`src/rtl/rect_draw_engine_if.sv`:
```
// Command and framebuffer-port bundle between a drawing client and rect_draw_engine.
// The master modport is the client/framebuffer side; the slave modport is the engine.
interface rect_draw_engine_if #(
  parameter int AW = 17,
  parameter int CW = 3
) ();
  logic          i_cmd_valid;
  logic          o_cmd_ready;
  logic          i_cmd_op;
  logic [8:0]    i_x0;
  logic [8:0]    i_y0;
  logic [8:0]    i_w;
  logic [8:0]    i_h;
  logic [CW-1:0] i_color;
  logic [1:0]    i_mode;
  logic [AW-1:0] o_raddr;
  logic [CW-1:0] i_rdata;
  logic [AW-1:0] o_waddr;
  logic [CW-1:0] o_wdata;
  logic          o_we;
  logic          o_flush;
  logic          o_busy;
  logic          o_done;

  modport master (
    output i_cmd_valid, i_cmd_op, i_x0, i_y0, i_w, i_h, i_color, i_mode, i_rdata,
    input  o_cmd_ready, o_raddr, o_waddr, o_wdata, o_we, o_flush, o_busy, o_done
  );

  modport slave (
    input  i_cmd_valid, i_cmd_op, i_x0, i_y0, i_w, i_h, i_color, i_mode, i_rdata,
    output o_cmd_ready, o_raddr, o_waddr, o_wdata, o_we, o_flush, o_busy, o_done
  );
endinterface

```
`src/rtl/rect_draw_engine.sv`:
```
// Rectangle-fill / flush producer for a double-buffered framebuffer.
// Emits a raster-ordered pixel-write stream, using read-modify-write for AND/OR/XOR modes.
module rect_draw_engine #(
  parameter int H_RES = 400,
  parameter int V_RES = 300,
  parameter int AW    = 17,
  parameter int CW    = 3
) (
  input logic               i_clk,
  input logic               i_reset,
  rect_draw_engine_if.slave bus
);

  typedef enum logic [2:0] {IDLE, RD, WR, FLSH, DONE} state_t;
  typedef enum logic [1:0] {M_REPLACE, M_AND, M_OR, M_XOR} mode_t;

  localparam logic [9:0]    H10  = 10'(H_RES);
  localparam logic [9:0]    V10  = 10'(V_RES);
  localparam logic [AW-1:0] H_AW = AW'(H_RES);

  state_t        state, state_n;
  mode_t         mode_q, mode_n;
  logic [CW-1:0] color_q, color_n;
  logic [9:0]    x0_q, x0_n;
  logic [9:0]    xe_q, xe_n;
  logic [9:0]    ye_q, ye_n;
  logic [9:0]    px_q, px_n;
  logic [9:0]    py_q, py_n;
  logic [AW-1:0] base_q, base_n;
  logic [AW-1:0] addr_n;

  logic [AW-1:0] waddr_q, raddr_q;
  logic [CW-1:0] wdata_q;
  logic          we_q, flush_q, done_q;

  logic [9:0]    sum_x, sum_y;
  logic          empty;
  state_t        pix_state;
  logic [CW-1:0] rmw_data;

  always_comb begin
    sum_x = {1'b0, bus.i_x0} + {1'b0, bus.i_w};
    sum_y = {1'b0, bus.i_y0} + {1'b0, bus.i_h};
    empty = (bus.i_w == '0) || (bus.i_h == '0) ||
            ({1'b0, bus.i_x0} >= H10) || ({1'b0, bus.i_y0} >= V10);
    pix_state = (mode_q == M_REPLACE) ? WR : RD;
  end

  always_comb begin
    state_n = state;
    mode_n  = mode_q;
    color_n = color_q;
    x0_n    = x0_q;
    xe_n    = xe_q;
    ye_n    = ye_q;
    px_n    = px_q;
    py_n    = py_q;
    base_n  = base_q;
    unique case (state)
      IDLE: begin
        if (bus.i_cmd_valid) begin
          if (bus.i_cmd_op) begin
            state_n = FLSH;
          end else if (empty) begin
            state_n = DONE;
          end else begin
            mode_n  = mode_t'(bus.i_mode);
            color_n = bus.i_color;
            x0_n    = {1'b0, bus.i_x0};
            xe_n    = (sum_x > H10) ? H10 : sum_x;
            ye_n    = (sum_y > V10) ? V10 : sum_y;
            px_n    = {1'b0, bus.i_x0};
            py_n    = {1'b0, bus.i_y0};
            // Constant-coefficient product for the starting row only; later rows step by H_RES.
            base_n  = AW'(bus.i_y0) * H_AW;
            state_n = (mode_t'(bus.i_mode) == M_REPLACE) ? WR : RD;
          end
        end
      end
      RD: state_n = WR;
      WR: begin
        if (px_q + 10'd1 < xe_q) begin
          px_n    = px_q + 10'd1;
          state_n = pix_state;
        end else if (py_q + 10'd1 < ye_q) begin
          px_n    = x0_q;
          py_n    = py_q + 10'd1;
          base_n  = base_q + H_AW;
          state_n = pix_state;
        end else begin
          state_n = DONE;
        end
      end
      FLSH:    state_n = DONE;
      DONE:    state_n = IDLE;
      default: state_n = IDLE;
    endcase
    addr_n = base_n + AW'(px_n);
  end

  // Strobes and addresses are registered from the next state so they line up with the state itself.
  always_ff @(posedge i_clk) begin
    if (i_reset) begin
      state   <= IDLE;
      mode_q  <= M_REPLACE;
      color_q <= '0;
      x0_q    <= '0;
      xe_q    <= '0;
      ye_q    <= '0;
      px_q    <= '0;
      py_q    <= '0;
      base_q  <= '0;
      waddr_q <= '0;
      raddr_q <= '0;
      wdata_q <= '0;
      we_q    <= 1'b0;
      flush_q <= 1'b0;
      done_q  <= 1'b0;
    end else begin
      state   <= state_n;
      mode_q  <= mode_n;
      color_q <= color_n;
      x0_q    <= x0_n;
      xe_q    <= xe_n;
      ye_q    <= ye_n;
      px_q    <= px_n;
      py_q    <= py_n;
      base_q  <= base_n;
      we_q    <= (state_n == WR);
      flush_q <= (state_n == FLSH);
      done_q  <= (state_n == DONE);
      if (state_n == WR) begin
        waddr_q <= addr_n;
        wdata_q <= color_n;
      end
      if (state_n == RD) begin
        raddr_q <= addr_n;
      end
    end
  end

  // Read data arrives during WR, so the RMW result cannot be registered ahead of time.
  always_comb begin
    unique case (mode_q)
      M_AND:   rmw_data = bus.i_rdata & color_q;
      M_OR:    rmw_data = bus.i_rdata | color_q;
      M_XOR:   rmw_data = bus.i_rdata ^ color_q;
      default: rmw_data = color_q;
    endcase
  end

  assign bus.o_cmd_ready = (state == IDLE);
  assign bus.o_busy      = (state != IDLE);
  assign bus.o_we        = we_q;
  assign bus.o_flush     = flush_q;
  assign bus.o_done      = done_q;
  assign bus.o_waddr     = waddr_q;
  assign bus.o_raddr     = raddr_q;
  assign bus.o_wdata     = (state == WR && mode_q != M_REPLACE) ? rmw_data : wdata_q;

endmodule

```
`src/flat_wrapper.sv`:
```
// flat-port wrapper written by rule: the top's interface ports become plain ports
module rect_draw_engine_flat 
#(
  parameter int H_RES = 400,
  parameter int V_RES = 300,
  parameter int AW    = 17,
  parameter int CW    = 3
)
  (i_clk, i_reset, bus_i_cmd_valid, bus_i_cmd_op, bus_i_x0, bus_i_y0, bus_i_w, bus_i_h, bus_i_color, bus_i_mode, bus_i_rdata, bus_o_cmd_ready, bus_o_raddr, bus_o_waddr, bus_o_wdata, bus_o_we, bus_o_flush, bus_o_busy, bus_o_done);
  rect_draw_engine_if #(.AW(AW), .CW(CW)) bus_i ();
  input logic i_clk;
  input logic i_reset;
  input wire logic [$bits(bus_i.i_cmd_valid)-1:0] bus_i_cmd_valid;
  input wire logic [$bits(bus_i.i_cmd_op)-1:0] bus_i_cmd_op;
  input wire logic [$bits(bus_i.i_x0)-1:0] bus_i_x0;
  input wire logic [$bits(bus_i.i_y0)-1:0] bus_i_y0;
  input wire logic [$bits(bus_i.i_w)-1:0] bus_i_w;
  input wire logic [$bits(bus_i.i_h)-1:0] bus_i_h;
  input wire logic [$bits(bus_i.i_color)-1:0] bus_i_color;
  input wire logic [$bits(bus_i.i_mode)-1:0] bus_i_mode;
  input wire logic [$bits(bus_i.i_rdata)-1:0] bus_i_rdata;
  output wire logic [$bits(bus_i.o_cmd_ready)-1:0] bus_o_cmd_ready;
  output wire logic [$bits(bus_i.o_raddr)-1:0] bus_o_raddr;
  output wire logic [$bits(bus_i.o_waddr)-1:0] bus_o_waddr;
  output wire logic [$bits(bus_i.o_wdata)-1:0] bus_o_wdata;
  output wire logic [$bits(bus_i.o_we)-1:0] bus_o_we;
  output wire logic [$bits(bus_i.o_flush)-1:0] bus_o_flush;
  output wire logic [$bits(bus_i.o_busy)-1:0] bus_o_busy;
  output wire logic [$bits(bus_i.o_done)-1:0] bus_o_done;
  assign bus_i.i_cmd_valid = bus_i_cmd_valid;
  assign bus_i.i_cmd_op = bus_i_cmd_op;
  assign bus_i.i_x0 = bus_i_x0;
  assign bus_i.i_y0 = bus_i_y0;
  assign bus_i.i_w = bus_i_w;
  assign bus_i.i_h = bus_i_h;
  assign bus_i.i_color = bus_i_color;
  assign bus_i.i_mode = bus_i_mode;
  assign bus_i.i_rdata = bus_i_rdata;
  assign bus_o_cmd_ready = bus_i.o_cmd_ready;
  assign bus_o_raddr = bus_i.o_raddr;
  assign bus_o_waddr = bus_i.o_waddr;
  assign bus_o_wdata = bus_i.o_wdata;
  assign bus_o_we = bus_i.o_we;
  assign bus_o_flush = bus_i.o_flush;
  assign bus_o_busy = bus_i.o_busy;
  assign bus_o_done = bus_i.o_done;
  rect_draw_engine #(.H_RES(H_RES), .V_RES(V_RES), .AW(AW), .CW(CW)) u_core (.i_clk(i_clk), .i_reset(i_reset), .bus(bus_i));
endmodule
```
`config.mk`:
```
export PLATFORM = sky130hd
export DESIGN_NAME = rect_draw_engine_flat
export DESIGN_NICKNAME = d
export VERILOG_FILES = /design/src/rtl/rect_draw_engine_if.sv /design/src/rtl/rect_draw_engine.sv /design/src/flat_wrapper.sv
export SDC_FILE = /design/constraint.sdc
export NUM_CORES = 1
export LEC_CHECK = 0
export BUFFER_PORTS_ARGS = -buffer_cell sky130_fd_sc_hd__clkbuf_2
export CORE_MARGIN = 2
export CORE_UTILIZATION = 30
export DETAILED_ROUTE_END_ITERATION = 6
export GPL_ROUTABILITY_DRIVEN = 1
export REMOVE_ABC_BUFFERS = 1
export SLEW_MARGIN = 20
export SYNTH_ARGS = -nofsm -noshare
export SYNTH_HDL_FRONTEND = slang
export SYNTH_SLANG_ARGS = --single-unit
```
`constraint.sdc`:
```
create_clock -name i_clk -period 11.8 [get_ports i_clk]
set_clock_uncertainty 0.15 [all_clocks]
set_input_delay 1.77 -clock i_clk [delete_from_list [all_inputs] [get_ports i_clk]]
set_output_delay 1.77 -clock i_clk [all_outputs]
set_load 0.01 [all_outputs]
```
==> results_dict.tcl <==
set metrics [dict create \
    slowest_stage "nand2_1" \
    crit_required_ns 12.00 \
    ys_seq_area_share_pct 28.65 \
    period_needed_ns 6.815 \
    final_cell_mix "114 x dfxtp_1, 90 x ha_1, 89 x nor2_1, 89 x clkbuf_2, 82 x nand2_1" \
    fin_cells 1380 \
    place_inst 1348 \
    irDropWorstVdd_v 0.0001148 \
    rsz0062_at_grt "false" \
    slew_violations 0 \
    num_antenna_cells 0 \
    worst_slack_ns 4.985 \
    outcome "complete, no violations" \
    max_freq_mhz 146.7 \
    reg2reg_setup_slack_ns 4.98 \
    cp_top_family "simple AND/OR/NAND/NOR gates" \
    worstSkewPairLatency_ns 0.42 \
    place_ws_ns 4.970 \
    fin_hold_ws_ns 0.3061 \
    slew_headroom_pct 27.78 \
    drtIter0Drc 454 \
    worst_pin_slew_ns 1.082 \
    htreeDepth 4 \
    grt_overflow 0 \
    power_density_mw_per_mm2 222.1 \
    hp-class "reg2reg" \
    clock_path_buffers 2 \
    grt_pass1_vias 7156 \
    cts_hold_buf 0 \
    numClockSinks 114 \
    period_share_pct 57.76 \
    post-cts-setup-buffers 0 \
    cpPeakStageDelay_ns 0.66 \
    yosysWarnings 0 \
    finalSetupViolCount 0 \
    design.die.area_mm2 0.02787 \
    finalHoldViolations 0 \
    n_fill_cell 2688 \
    synth_area_mm2 0.007965 \
    cp_max_fo 21 \
    num_rows 59 \
    place_congestion 0.8187 \
    synth_cell_type_count 73 \
    dpl.hpwl_um 16860 \
    crit_path_end_kind "register" \
    synth-seq-cells 114 \
    drv_cap 0 \
    switching_share_pct 43.41 \
    post_cts_resized 0 \
    die_x_um 166.9 \
    ios 90 \
    intPower_mw 1.176 \
    final_common_cell "dfxtp_1" \
    start_util_pct 30.57 \
    grt_first_pass_wirelength_um 36830 \
    final.setup.tns_ns 0 \
    p_sw_uw 902.4 \
    post_route_cells_drive_above_1_share_pct 14.83 \
    groute.usage.overall_pct 16.35 \
    p_leak_nw 4.145 \
    coreArea_mm2 0.02606 \
    comb_power_share_pct 48.3 \
    path_cells "and3_1 -> and3_1 -> and3_1 -> nand3_1 -> xnor2_1 -> ha_1 -> and4_1 -> o311ai_1 -> nand3_1 -> nand2_1 -> a21oi_1 -> buf_4 -> nor2_1 -> a221oi_1 -> ha_1 -> nand2_1 -> o21ai_0 -> or4_1 -> a311oi_1 -> a21oi_1 -> xor2_1 -> nand2_1 -> a21oi_1" \
    routed_wl_um 22450 \
    worstPathArrival_ns 7.01 \
    postRouteAntennaNets 0 \
    io_buffers 89 \
    cts_made_buffers 17 \
    wl_per_cell_um 16.27 \
    synth-edff-count 0 \
    drc 0 \
    pwr-share-clk_pct 26.3 \
    first_pass_iters 5 \
    via_per_inst 5.254 \
    synthCells 956 \
    clk_root_buffer_cell "clkbuf_16" \
    startpoint_type "register" \
    path_buf_inv 1 \
    synth_ff_type "dfxtp_1" \
    vias 7251 \
    critPathKind "reg2reg" \
    die_y_um 166.9 \
    total_power_mw 2.079 \
    grt_max_degree 43 \
    grt_antenna_before_repair 0 \
    seq_power_share_pct 25.5 \
    synthArstFlopShare_pct 0 \
    cts_tree "done" \
    cts.clk_slew.worst_paths_ns 0.05 \
    fin_nets 1177 \
    avgSynthCellArea_um2 8.332 \
    syn2layout_area_growth_pct 17.51 \
]
## worst register-to-register path: stages (launching register included)
cell      delay [ns]
dfxtp_1         0.44
and3_1          0.27
and3_1          0.25
and3_1          0.26
nand3_1         0.11
xnor2_1         0.20
ha_1            0.35
and4_1          0.25
o311ai_1        0.13
nand3_1         0.43
nand2_1         0.66
a21oi_1         0.32
buf_4           0.26
nor2_1          0.06
a221oi_1        0.45
ha_1            0.39
nand2_1         0.08
o21ai_0         0.09
or4_1           0.47
a311oi_1        0.55
a21oi_1         0.11
xor2_1          0.21
nand2_1         0.08
a21oi_1         0.16
## layout make-up
class | count | area [um2] | area share, %
timing repair buffer | 98 | 513.0 | 5.481
tap | 335 | 419.2 | 4.478
clock buffer | 19 | 432.9 | 4.625
sequential | 114 | 2282 | 24.38
clock inverter | 13 | 185.2 | 1.978
inverter | 68 | 255.2 | 2.727
multi-input combinational | 733 | 5273 | 56.33
## power by group through the flow
stage | Clock, mW | Combinational, mW | Sequential [mW]
4_1_cts | 0.554 | 1.00 | 0.528
2_1_floorplan | 0 | 0.677 | 0.534
3_5_place_dp | 0 | 0.993 | 0.535
5_1_grt | 0.571 | 1.12 | 0.541
3_3_place_gp | 0 | 0.987 | 0.536
6_report | 0.546 | 1.00 | 0.529
## through the flow
| stage | utilization (%) | area (um2) |
|---|---|---|
| 6_report | 35.92 | 9360 |
| 5_1_grt | 35.92 | 9360 |
| 4_1_cts | 35.92 | 9360 |
| 3_5_place_dp | 33.55 | 8742 |
| 3_3_place_gp | 33.55 | 8742 |
| 2_1_floorplan | - | 7805 |
## metal layers
| metal | vias to the layer above | part of all wire (%) | GRT usage (%) |
|---|---|---|---|
| met5 | - | 0 | 0 |
| met4 | 0 | 2.2 | 6.184 |
| met3 | 32 | 5.6 | 3.446 |
| met2 | 205 | 46 | 26.30 |
| met1 | 3415 | 46 | 21.50 |
| li1 | 3599 | - | - |
## cells in the mapped netlist, drive strengths merged (7+ instances only)
library cell	n	area share, %
ha	90	14
o211ai	8	1.1
and2	24	1.9
clkbuf	35	1.6
nor4	9	1.4
and3	21	1.6
mux2i	28	3.5
nand2	82	3.9
a22oi	7	0.66
a31oi	11	0.86
nand3	26	1.6
inv	67	3.2
dfxtp	114	29
o221ai	9	1.1
a21o	8	0.75
a211oi	19	1.9
xor2	20	2.2
or3	11	0.93
xnor2	27	3.0
nor2	91	4.3
nor3	11	0.69
fa	7	1.8
o21ai	44	2.8
a21oi	66	4.1
o21a	9	0.85
nand2b	8	0.63
a22o	7	0.77
## kinds of logic after synthesis
group	count (synthesis)	share of synthesized area, %
compound gates	245	21.35
xor+xnor	47	5.168
fa+ha+maj	97	15.90
mux	30	3.801
flops	114	28.65
buf+inv	109	5.215
simple gates	314	19.92
## final timing paths
check | start | end | cells past startpoint
setup reg to reg | u_core.px_q[2] | u_core.bus.o_raddr[11] | 23
setup / recovery | u_core.px_q[2] | u_core.bus.o_raddr[11] | 23
hold / removal | u_core.x0_q[1] | u_core.x0_q[1] | 2
hold reg to reg | u_core.x0_q[1] | u_core.x0_q[1] | 2
## flip-flops by register name, summed over array words and instances, names as in the netlist, 2 cells and up
name / flops
u_core.base_q: 17
u_core.bus.o_raddr: 17
u_core.bus.o_waddr: 17
u_core.color_q: 3
u_core.mode_q: 2
u_core.px_q: 10
u_core.py_q: 10
u_core.state: 3
u_core.wdata_q: 3
u_core.x0_q: 9
u_core.xe_q: 10
u_core.ye_q: 10
(Power assumes the default switching activity.)
